### config.mk
export PLATFORM = sky130hd
export DESIGN_NAME = prime_request_sequencer
export DESIGN_NICKNAME = d
export VERILOG_FILES = /design/src/rtl/prime_pkg.sv /design/src/rtl/prime_lfsr7.sv /design/src/rtl/prime_request_sequencer.sv
export SDC_FILE = /design/constraint.sdc
export NUM_CORES = 1
export LEC_CHECK = 0
export ABC_AREA = 1
export ABC_CLOCK_PERIOD_IN_PS = 3300
export CAP_MARGIN = 25
export CORE_ASPECT_RATIO = 0.8
export CORE_UTILIZATION = 30
export CTS_BUF_LIST = sky130_fd_sc_hd__clkbuf_2
export DETAILED_ROUTE_END_ITERATION = 7
export PLACE_DENSITY = 0.62
export REMOVE_ABC_BUFFERS = 1
export SLEW_MARGIN = 20
export SYNTH_ARGS = -nofsm -noshare
export SYNTH_HDL_FRONTEND = slang
export SYNTH_SLANG_ARGS = --single-unit
export TNS_END_PERCENT = 50
### constraint.sdc
create_clock -name i_clk -period 3.3 [get_ports i_clk]
set_clock_uncertainty 0.2 [all_clocks]
set_input_delay 0.99 -clock i_clk [delete_from_list [all_inputs] [get_ports i_clk]]
set_output_delay 0.99 -clock i_clk [all_outputs]
set_load 0.02 [all_outputs]
### src/rtl/prime_pkg.sv
// Shared definitions for the prime request sequencer: widths, LFSR taps,
// FSM state encoding and the range check applied to every engine result.
package prime_pkg;

    localparam int NUM_W       = 7;
    localparam int LFSR_TAP_HI = 6;
    localparam int LFSR_TAP_LO = 5;

    // Composite seeds at or above this value make the engine wrap its search to 2.
    localparam logic [NUM_W-1:0] WRAP_THRESHOLD = NUM_W'(100);

    typedef enum logic [1:0] {
        IDLE,
        LAUNCH,
        WAIT,
        CAPTURE
    } seq_state_t;

    function automatic logic range_ok(input logic [NUM_W-1:0] seed,
                                      input logic [NUM_W-1:0] prime);
        logic [NUM_W-1:0] eff;
        eff = (seed <= NUM_W'(2)) ? NUM_W'(2) : seed;
        return (prime >= eff) || ((seed >= WRAP_THRESHOLD) && (prime == NUM_W'(2)));
    endfunction

endpackage

### src/rtl/prime_lfsr7.sv
// 7-bit Fibonacci LFSR (x^7+x^6+1) supplying pseudo-random seeds; advances
// only when the sequencer consumes its current value.
module prime_lfsr7
    import prime_pkg::*;
#(
    parameter logic [NUM_W-1:0] INIT = 7'h5A
) (
    input  logic             i_clk,
    input  logic             i_rst,
    input  logic             i_step,
    output logic [NUM_W-1:0] o_q
);

    logic [NUM_W-1:0] r_q;
    logic             w_feedback;

    assign w_feedback = r_q[LFSR_TAP_HI] ^ r_q[LFSR_TAP_LO];

    always_ff @(posedge i_clk) begin
        if (i_rst) begin
            r_q <= INIT;
        end else if (i_step) begin
            r_q <= {r_q[NUM_W-2:0], w_feedback};
        end
    end

    assign o_q = r_q;

endmodule

### src/rtl/prime_request_sequencer.sv
// Issues seed requests to the next-prime engine, waits out its settle window
// and collects the engine's prime into a one-entry valid/ready result register.
module prime_request_sequencer
    import prime_pkg::*;
#(
    parameter int               WAIT_CYCLES = 300,
    parameter logic [NUM_W-1:0] LFSR_SEED   = 7'h5A
) (
    input  logic             i_clk,
    input  logic             i_rst,
    input  logic             i_start,
    input  logic             i_run,
    input  logic             i_seed_sel,
    input  logic [NUM_W-1:0] i_ext_seed,
    output logic [NUM_W-1:0] o_seed_out,
    output logic             o_find_en,
    input  logic [NUM_W-1:0] i_prime_in,
    output logic             o_res_valid,
    input  logic             i_res_ready,
    output logic [NUM_W-1:0] o_res_seed,
    output logic [NUM_W-1:0] o_res_prime,
    output logic             o_res_ok,
    output logic             o_busy
);

    localparam int               CNT_W    = (WAIT_CYCLES < 2) ? 1 : $clog2(WAIT_CYCLES);
    localparam logic [CNT_W-1:0] CNT_LOAD = CNT_W'(WAIT_CYCLES - 1);

    seq_state_t       r_state;
    seq_state_t       w_next_state;
    logic [CNT_W-1:0] r_wait_cnt;
    logic [NUM_W-1:0] r_seed;
    logic [NUM_W-1:0] w_lfsr_q;
    logic             w_launch_req;
    logic             w_lfsr_step;
    logic             w_capture_wr;
    logic             w_transfer;
    logic             r_res_valid;
    logic [NUM_W-1:0] r_res_seed;
    logic [NUM_W-1:0] r_res_prime;
    logic             r_res_ok;

    assign w_launch_req = (r_state == IDLE) && (i_start || i_run);
    assign w_lfsr_step  = w_launch_req && !i_seed_sel;
    assign w_capture_wr = (r_state == CAPTURE) && (!r_res_valid || i_res_ready);
    assign w_transfer   = r_res_valid && i_res_ready;

    prime_lfsr7 #(
        .INIT (LFSR_SEED)
    ) u_lfsr (
        .i_clk  (i_clk),
        .i_rst  (i_rst),
        .i_step (w_lfsr_step),
        .o_q    (w_lfsr_q)
    );

    // WAIT leaves when the counter is about to hit zero, so prime_in is sampled
    // exactly WAIT_CYCLES cycles after find_en.
    always_comb begin
        w_next_state = r_state;
        case (r_state)
            IDLE:    if (w_launch_req) w_next_state = LAUNCH;
            LAUNCH:  w_next_state = (WAIT_CYCLES == 1) ? CAPTURE : WAIT;
            WAIT:    if (r_wait_cnt <= CNT_W'(1)) w_next_state = CAPTURE;
            CAPTURE: if (w_capture_wr) w_next_state = IDLE;
            default: w_next_state = IDLE;
        endcase
    end

    always_ff @(posedge i_clk) begin
        if (i_rst) begin
            r_state <= IDLE;
        end else begin
            r_state <= w_next_state;
        end
    end

    always_ff @(posedge i_clk) begin
        if (i_rst) begin
            r_wait_cnt <= '0;
        end else if (r_state == LAUNCH) begin
            r_wait_cnt <= CNT_LOAD;
        end else if ((r_state == WAIT) && (r_wait_cnt != '0)) begin
            r_wait_cnt <= r_wait_cnt - CNT_W'(1);
        end
    end

    always_ff @(posedge i_clk) begin
        if (i_rst) begin
            r_seed <= '0;
        end else if (w_launch_req) begin
            r_seed <= i_seed_sel ? i_ext_seed : w_lfsr_q;
        end
    end

    // A write in the same cycle as a transfer keeps valid high with the new data.
    always_ff @(posedge i_clk) begin
        if (i_rst) begin
            r_res_valid <= 1'b0;
            r_res_seed  <= '0;
            r_res_prime <= '0;
            r_res_ok    <= 1'b0;
        end else if (w_capture_wr) begin
            r_res_valid <= 1'b1;
            r_res_seed  <= r_seed;
            r_res_prime <= i_prime_in;
            r_res_ok    <= range_ok(r_seed, i_prime_in);
        end else if (w_transfer) begin
            r_res_valid <= 1'b0;
        end
    end

    assign o_seed_out  = r_seed;
    assign o_find_en   = (r_state == LAUNCH);
    assign o_busy      = (r_state != IDLE);
    assign o_res_valid = r_res_valid;
    assign o_res_seed  = r_res_seed;
    assign o_res_prime = r_res_prime;
    assign o_res_ok    = r_res_ok;

endmodule

==> impl_metrics.env <==
export IMPL_synth_distinct_cells=28
export IMPL_htreeDepth=2
export IMPL_post_route_period_util_pct=91.80
export IMPL_avgSynthCellArea_um2=7.268
export IMPL_syn_to_final_growth_pct=27.72
export IMPL_placed_cells=405
export IMPL_die_h_um=75.93
export IMPL_drv_slew=0
export IMPL_antenna_found_initial=0
export IMPL_die_w_um=94.41
export IMPL_drtPass1Iterations=4
export IMPL_layout_commonest_cell="nand2_1"
export IMPL_peakVddDrop_uv=228.3
export IMPL_syn_inst=282
export IMPL_power_density_nw_per_um2=783.5
export IMPL_p_leak_nw=1.140
export IMPL_clk_path_buf_depth=2
export IMPL_final_cell_mix="nand2_1 (49), clkdlybuf4s50_1 (44), dfxtp_1 (41)"
export IMPL_insertion_delay_ns=0.40
export IMPL_dr_total_vias=1897
export IMPL_fmax_ghz=0.3301
export IMPL_tightest_slew_ns=0.6432
export IMPL_io_pins=45
export IMPL_ys_ff_latch=41
export IMPL_ant_nets=0
export IMPL_finalHoldViolations=0
export IMPL_status="finished clean"
export IMPL_layout_cells_non_filler=413
export IMPL_grt_pass1_wl_mm=8.217
export IMPL_rsz0062_at_grt="no"
export IMPL_cts_buffers_inserted=5
export IMPL_cts_sinks=41
export IMPL_cts_setup_buffers=0
export IMPL_vias_per_cell=4.593
export IMPL_endpoint_kind="output pin"
export IMPL_fin_crit_ns=3.029
export IMPL_syn_area_um2=2049
export IMPL_io_buffer_count=44
export IMPL_fin_setup_tns_ns=0
export IMPL_worst_path_max_fanout=4
export IMPL_cp_start_kind="flop"
export IMPL_yosysSeqAreaShare_pct=40.05
export IMPL_cts_tree="built"
export IMPL_diodes=0
export IMPL_core_um2=6506
export IMPL_worstPathArrival_ns=1.84
export IMPL_wl_per_cell_um=11.83
export IMPL_gp_congestion=0.8108
export IMPL_preCtsSetupSlack_ns=0.4651
export IMPL_track_usage_pct=14.53
export IMPL_cp_required_ns=2.11
export IMPL_clkTransAtPathRegs_ns=0.22
export IMPL_dp_hpwl_mm=3.715
export IMPL_drive_gt1_share_pct=6.383
export IMPL_holdCritPathClass="flop to flop"
export IMPL_hold_buffers=0
export IMPL_grt_ovfl_total=0
export IMPL_crit_type="flop to output pin"
export IMPL_ys_warn_count=0
export IMPL_initial_core_util_pct=31.50
export IMPL_setup_viol=0
export IMPL_cap_violations=0
export IMPL_finalWirelength_mm=4.884
export IMPL_setup_ws_ns=0.2706
export IMPL_ctsResizeCount=0
export IMPL_grt_max_degree=25
export IMPL_grt_pass1_vias=1754
export IMPL_rows=26
export IMPL_drtIter0Drc=99
export IMPL_clockRootBuffer="clkbuf_2"
export IMPL_drc=0
export IMPL_dieArea_um2=7168
export IMPL_num_nets_final=361
export IMPL_timing_slew_headroom_pct=57.07
-- layout make-up --
cell class                 count  area, µm²
clock buffer                   6      30.03
timing repair buffer          46      455.4
fill                         691       3889
sequential                    41      820.8
inverter                      41      153.9
multi-input combinational    193       1042
clock inverter                 2      10.01
tap                           84      105.1
-- sequential cells by signal, indices dropped and copies added (netlist names) --
name and flops:
r_wait_cnt 9, o_res_prime 7, o_res_seed 7, o_seed_out 7, u_lfsr.o_q 7, r_state 2, o_res_ok 1, o_res_valid 1
-- power by group --
| part | switching [mW] | internal (mW) | leakage, nW |
|---|---|---|---|
| sequential | 0.108 | 0.627 | 0.336 |
| combinational | 0.647 | 0.445 | 0.771 |
| clock | 0.170 | 0.0533 | 0.0327 |
| total | 0.926 | 1.13 | 1.14 |
-- Yosys cell counts --
cell type,n,area (µm²)
nand2_4,1,11.26
nand3b_1,3,22.52
nand4_1,4,25.02
ha_1,13,162.7
nor2_4,2,22.52
buf_2,5,25.02
a21oi_1,26,130.1
a21o_1,1,7.510
inv_2,3,11.26
nand2_1,49,183.9
o21ai_1,2,10.01
or2_0,1,6.260
a2111oi_0,1,8.760
a31oi_1,6,37.54
o22ai_1,1,6.260
inv_1,38,142.6
o21ai_0,16,80.08
nand3_1,23,115.1
a21boi_1,1,7.510
dfxtp_1,41,820.8
nand2_2,2,12.51
xor2_1,3,26.28
nor3_1,1,5.000
nor2_2,2,12.51
o211ai_1,1,7.510
nor2_1,33,123.9
clkbuf_1,2,7.510
nand3_4,1,17.52
-- path summary, 6_finish.rpt --
kind	startpoint	endpoint	slack [ns]	cells past startpoint
worst max-delay path	r_state[0]$_SDFFE_PP0P_	o_busy	0.27	4
worst min-delay path	r_wait_cnt[8]$_SDFFE_PP0P_	r_wait_cnt[8]$_SDFFE_PP0P_	0.28	2
worst max register to register	o_seed_out[3]$_SDFFE_PP0P_	o_res_ok$_SDFFE_PP0P_	1.05	11
worst min register to register	r_wait_cnt[8]$_SDFFE_PP0P_	r_wait_cnt[8]$_SDFFE_PP0P_	0.28	2
-- per-stage QoR --
stage	util [%]	total power, mW	instance area (µm²)	hold WS, ns
after floorplan	-	1.502	2017	0.2292
after global placement	39.62	1.822	2577	0.2429
after detailed placement	39.62	1.836	2577	0.2475
after CTS	40.23	2.063	2618	0.2805
after global routing	40.23	2.242	2618	0.2961
final	40.23	2.051	2618	0.2786
-- critical path: stages (launching register included) --
cell and delay [ns]:
dfxtp_1 0.44, inv_1 0.08, ha_1 0.23, inv_1 0.09, clkdlybuf4s50_1 0.60
-- logic make-up after synthesis --
family | count (synthesis) | synth area share, %
xor gates and xnor gates | 3 | 1.282
AOI/OAI and AO/OA | 55 | 14.41
and+or+nand+nor | 122 | 27.23
buffers and inverters | 48 | 9.097
DFF | 41 | 40.05
adders and majority gates | 13 | 7.937
-- per-layer routing --
layer | wire (µm) | vias to the layer above | track usage (%)
li1 | - | 1013 | -
met3 | 233 | 8 | 3.112
met1 | 2556 | 831 | 20.57
met5 | 0 | - | 0
met2 | 2015 | 45 | 21.30
met4 | 79 | 0 | 5.538
Note: power is estimated with default switching activity, not from simulation.
